==> config.mk <==
export PLATFORM = sky130hd
export DESIGN_NAME = vend_credit_ctrl
export DESIGN_NICKNAME = d
export VERILOG_FILES = /design/src/rtl/vend_credit_ctrl.sv
export SDC_FILE = /design/constraint.sdc
export NUM_CORES = 1
export LEC_CHECK = 0
export CORE_MARGIN = 2
export CORE_UTILIZATION = 45
export CTS_BUF_LIST = sky130_fd_sc_hd__clkbuf_8
export DETAILED_ROUTE_END_ITERATION = 16
export PLACE_DENSITY = 0.66
export SLEW_MARGIN = 20
export SYNTH_ARGS = -nofsm -noshare
export SYNTH_HDL_FRONTEND = slang
export SYNTH_SLANG_ARGS = --single-unit
==> constraint.sdc <==
create_clock -name clk -period 3.5 [get_ports clk]
set_clock_uncertainty 0.15 [all_clocks]
set_input_delay 0.35 -clock clk [delete_from_list [all_inputs] [get_ports clk]]
set_output_delay 0.35 -clock clk [all_outputs]
set_load 0.005 [all_outputs]
==> src/rtl/vend_credit_ctrl.sv <==
`default_nettype none
// ----------------------------------------------------------------------------
// Module  : vend_credit_ctrl
// Brief   : Escrow credit sequencer that issues a vend strobe and returns change
//           one coin at a time over a req/ack hopper handshake.
//           Build option VEND_AUTO_VEND_EN: vend as soon as credit covers PRICE.
// Revision: 1.0 - initial release
// ----------------------------------------------------------------------------
module vend_credit_ctrl #(
  parameter int unsigned PRICE      = 65,
  parameter int unsigned MAX_CREDIT = 100
) (
  input  logic       clk,
  input  logic       rst,
  input  logic       coin_n,
  input  logic       coin_d,
  input  logic       coin_q,
  input  logic       buy,
  input  logic       cancel,
  input  logic       chg_ack,
  output logic [7:0] credit,
  output logic       dispense,
  output logic       coin_reject,
  output logic       insufficient,
  output logic       chg_req,
  output logic [1:0] chg_coin,
  output logic       busy
);

  localparam logic [1:0] S_IDLE   = 2'd0;
  localparam logic [1:0] S_CREDIT = 2'd1;
  localparam logic [1:0] S_VEND   = 2'd2;
  localparam logic [1:0] S_CHANGE = 2'd3;

  localparam logic [7:0] PRICE_C = 8'(PRICE);
  localparam logic [8:0] MAX_C   = 9'(MAX_CREDIT);

  localparam logic [1:0] COIN_NONE = 2'b00;
  localparam logic [1:0] COIN_N    = 2'b01;
  localparam logic [1:0] COIN_D    = 2'b10;
  localparam logic [1:0] COIN_Q    = 2'b11;

  logic [1:0] state;
  logic       coin_any;
  logic       coin_one;
  logic       coin_room;
  logic       coin_ok;
  logic       coin_block;
  logic       can_vend;
  logic       vend_go;
  logic       refuse;
  logic [7:0] coin_val;
  logic [7:0] chg_val;
  logic [7:0] credit_after;

  // Greedy change selection: largest coin not exceeding the remaining credit.
  function automatic logic [1:0] pick_coin(input logic [7:0] c);
    if (c >= 8'd25)
      return COIN_Q;
    else if (c >= 8'd10)
      return COIN_D;
    else
      return COIN_N;
  endfunction

  always_comb begin
    coin_any  = coin_n | coin_d | coin_q;
    coin_one  = $onehot({coin_n, coin_d, coin_q});
    coin_val  = coin_q ? 8'd25 : (coin_d ? 8'd10 : 8'd5);
    coin_room = ({1'b0, credit} + {1'b0, coin_val}) <= MAX_C;
    can_vend  = (state == S_CREDIT) && (credit >= PRICE_C);
`ifdef VEND_AUTO_VEND_EN
    vend_go    = can_vend && !cancel;
    refuse     = 1'b0;
    coin_block = can_vend;
`else
    vend_go    = can_vend && buy && !cancel;
    refuse     = (state == S_CREDIT) && buy && !cancel && (credit < PRICE_C);
    coin_block = 1'b0;
`endif
    coin_ok = coin_one && coin_room && !buy && !cancel && !coin_block &&
              ((state == S_IDLE) || (state == S_CREDIT));
    chg_val = (chg_coin == COIN_Q) ? 8'd25 : ((chg_coin == COIN_D) ? 8'd10 : 8'd5);
    credit_after = credit - chg_val;
  end

  always_ff @(posedge clk) begin
    if (rst) begin
      state        <= S_IDLE;
      credit       <= 8'd0;
      dispense     <= 1'b0;
      coin_reject  <= 1'b0;
      insufficient <= 1'b0;
      chg_req      <= 1'b0;
      chg_coin     <= COIN_NONE;
      busy         <= 1'b0;
    end else begin
      dispense     <= 1'b0;
      coin_reject  <= coin_any && !coin_ok;
      insufficient <= refuse;
      case (state)
        S_IDLE: begin
          if (coin_ok) begin
            credit <= credit + coin_val;
            state  <= S_CREDIT;
          end
        end
        S_CREDIT: begin
          if (cancel) begin
            state    <= S_CHANGE;
            busy     <= 1'b1;
            chg_req  <= 1'b1;
            chg_coin <= pick_coin(credit);
          end else if (vend_go) begin
            state    <= S_VEND;
            busy     <= 1'b1;
            dispense <= 1'b1;
            credit   <= credit - PRICE_C;
          end else if (coin_ok) begin
            credit <= credit + coin_val;
          end
        end
        S_VEND: begin
          if (credit == 8'd0) begin
            state <= S_IDLE;
            busy  <= 1'b0;
          end else begin
            state    <= S_CHANGE;
            chg_req  <= 1'b1;
            chg_coin <= pick_coin(credit);
          end
        end
        default: begin
          // The coin for the next request is staged during the mandatory low cycle.
          if (chg_req && chg_ack) begin
            credit  <= credit_after;
            chg_req <= 1'b0;
            if (credit_after == 8'd0) begin
              state    <= S_IDLE;
              busy     <= 1'b0;
              chg_coin <= COIN_NONE;
            end else begin
              chg_coin <= pick_coin(credit_after);
            end
          end else if (!chg_req) begin
            chg_req <= 1'b1;
          end
        end
      endcase
    end
  end

endmodule
`default_nettype wire

==> results by group <==
Clock network
  • Resized Gates After CTS: 0
  • Root Buffer: clkbuf_8
  • Hold buffer count at cts: 0
  • Later-pin clock latency in the skew report: 0.27 ns
  • CTS sink count: 17
  • Total CTS buffers: 3
  • Clock Tree Buf Depth: 2
  • Clock transition at path regs: 0.08 ns
  • Post-CTS setup buffer count: 0
  • TritonCTS clock tree: done
  • H-tree levels: 1

Floorplanning
  • Core area: 4324 µm²
  • Die Width: 70.87 µm
  • Ports: 23
  • Full die area: 5022 µm²
  • Die span in y: 70.87 µm
  • Initial Utilization: 46.53%
  • Rows: 24

Layout
  • Nets: 309
  • Most common cell after layout, fill and taps aside: a21oi_1
  • Fin util: 54.11%
  • Share of layout cells above drive strength 1: 9.286%
  • # diodes: 0
  • Most frequent cells in the layout: a21oi_1, clkdlybuf4s50_1, inv_1
  • Area delta synth->final: 16.29%

Power and ir drop
  • Clock Power Share: 14.1%
  • NetSw: 0.0005498 W
  • Power Density: 500.0 nW/µm²
  • Switching Share: 47.00%
  • Pwr Total: 0.001170 W
  • Pleak: 0.8674 nW
  • Flop pwr share: 25.1%
  • Pint: 0.0006200 W
  • Max VDD drop: 0.1790 mV
  • Logic pwr share: 60.9%

Detailed routing
  • Drt drc: 0
  • Drt via density: 6.151
  • WL/cell: 16.68 µm
  • WL final: 5537 µm
  • Antenna viol nets, final: 0
  • Pre-Repair DR Iteration Count: 4
  • Initial DRC Count: 127
  • DR vias: 2042

Placement
  • Detailed Place HPWL: 4287 µm
  • Gp weighted congestion: 0.8556
  • # port buffers: 22
  • Pre-CTS setup slack: -0.04188 ns

Setup path
  • CP Class: input port to register
  • Critical path endpoint category: register
  • WP data required: 3.52 ns
  • Arrival time worst endpoint: 3.28 ns
  • Largest fanout on the critical path: 4
  • Startpoint Class: input port

Timing
  • Pins over their slew limit: 0
  • Min Hold Slack: 0.3344 ns
  • Final setup violation count: 0
  • Crit share post-route: 93.37%
  • RSZ-0062 raised after global routing: no
  • F_max: 306.0 MHz
  • Minimum clock period: 3.268 ns
  • Slew HR: 47.83%
  • Slew at the pin closest to its max-slew limit: 0.7801 ns
  • Setup TNS: 0 ns
  • Setup WS post-layout: 0.2320 ns
  • Hold Vio Cnt, Final: 0

Global route
  • All-Layer GR Usage: 22.90%
  • Initial antenna violation count: 0
  • First-pass GRT wire length: 9163 µm
  • Overflow after GRT: 0
  • Vias in the first global route: 1834
  • Largest net degree at the start of global routing: 18

Flow run
  • Max_cap viols: 0

Synth
  • EDFF count, synth: 0
  • Syn_nets: 288
  • Yosys cell types: 62
  • Sequential element share of the synthesized area: 16.92%
  • Commonest register cell after synthesis: dfxtp_1
  • Cells after Synth: 260
  • Ys async rst share: 0%
  • Yosys reg bits: 17
  • Post-Syn Area: 2012 µm²
  • Yosys warning total: 0
  • Mean area per synthesized cell: 7.738 µm²

Min path
  • Hold Crit Class: register to register

Run status
  • Status: complete, no violations
-- flip-flops by register name, summed over array words and instances, names as in the netlist --
| name | cells |
|---|---|
| credit | 8 |
| chg_coin | 2 |
| state | 2 |
| busy | 1 |
| chg_req | 1 |
| coin_reject | 1 |
| dispense | 1 |
| insufficient | 1 |
-- cells by family after synthesis --
| logic type | Yosys count | share of synthesized area (%) |
|---|---|---|
| AOI/OAI and AO/OA | 95 | 35.76 |
| adders and majority gates | 20 | 13.56 |
| and+or+nand+nor | 79 | 20.52 |
| DFF | 17 | 16.92 |
| muxes | 2 | 1.119 |
| buffers and inverters | 35 | 6.903 |
| xor gates and xnor gates | 12 | 5.224 |
-- Yosys cell counts (2+ instances only) --
cell type | n | area (µm²)
a21oi_1 | 23 | 115.1
a21o_1 | 3 | 22.52
nor4_1 | 2 | 12.51
o2111ai_1 | 2 | 17.52
xor2_1 | 4 | 35.03
a211o_1 | 2 | 17.52
nand2_1 | 18 | 67.56
buf_2 | 5 | 25.02
o21ai_1 | 2 | 10.01
nor3_1 | 7 | 35.03
inv_1 | 21 | 78.83
o211ai_1 | 6 | 45.04
nand2b_1 | 5 | 31.28
a221oi_1 | 2 | 17.52
nand3_1 | 6 | 30.03
a221o_1 | 2 | 20.02
clkbuf_1 | 7 | 26.28
o21a_1 | 3 | 22.52
nor3b_1 | 2 | 15.01
fa_1 | 3 | 60.06
o221ai_1 | 4 | 35.03
or3_1 | 8 | 50.05
a221oi_2 | 3 | 45.04
nor4b_1 | 3 | 26.28
xnor2_1 | 8 | 70.07
ha_1 | 17 | 212.7
o221a_2 | 3 | 33.78
o22ai_1 | 4 | 25.02
o21ai_0 | 10 | 50.05
nor2b_1 | 4 | 25.02
a211oi_1 | 7 | 52.55
o21bai_1 | 2 | 15.01
nor2_1 | 16 | 60.06
o31a_1 | 2 | 17.52
dfxtp_1 | 17 | 340.3
-- metrics by stage --
step / area [µm²] / instances
after global routing: 2340 / 332
after floorplan: 2012 / 260
final: 2340 / 332
after global placement: 2293 / 328
after CTS: 2340 / 332
after detailed placement: 2293 / 328
-- power by group through the flow --
stage / registers, W / logic (W) / clock network [W]
6_report: 0.000293 / 0.000712 / 0.000164
3_5_place_dp: 0.000295 / 0.000704 / 0
3_3_place_gp: 0.000296 / 0.000702 / 0
5_1_grt: 0.000299 / 0.000795 / 0.000174
4_1_cts: 0.000291 / 0.000708 / 0.000165
2_1_floorplan: 0.000257 / 0.000535 / 0
-- critical path, stage by stage --
cell and delay [ns]:
clkdlybuf4s50_1 0.48, inv_1 0.08, nand2_1 0.13, ha_1 0.19
inv_1 0.05, fa_1 0.38, nand2b_1 0.19, a21oi_1 0.17
xnor2_1 0.11, or3_1 0.38, a21oi_2 0.25, mux2_1 0.35
o21a_1 0.17
-- area by class of cell --
class                           count  area [µm²]
Fill cell                         422        1984
Tap cell                           52       65.06
Multi-Input combinational cell    208        1533
Clock inverter                      1       5.005
Timing Repair Buffer               29       272.8
Sequential cell                    17       340.3
Inverter                           22       82.58
Clock buffer                        3       41.29
-- per-layer routing --
layer  wire length [µm]  GRT usage, %
met2               2569         36.45
met5                  0             0
met3                228         2.991
met4                110         8.805
met1               2629         31.56
-- final timing paths --
kind / cells past startpoint / startpoint / to / slack [ns]
worst max register to register: 11 / chg_coin[0] / state[0] / 0.48
worst min-delay path: 2 / busy / busy / 0.33
worst min register to register: 2 / busy / busy / 0.33
worst max-delay path: 13 / coin_q / credit[3] / 0.23
No activity file was read; power rests on OpenSTA's default activity.
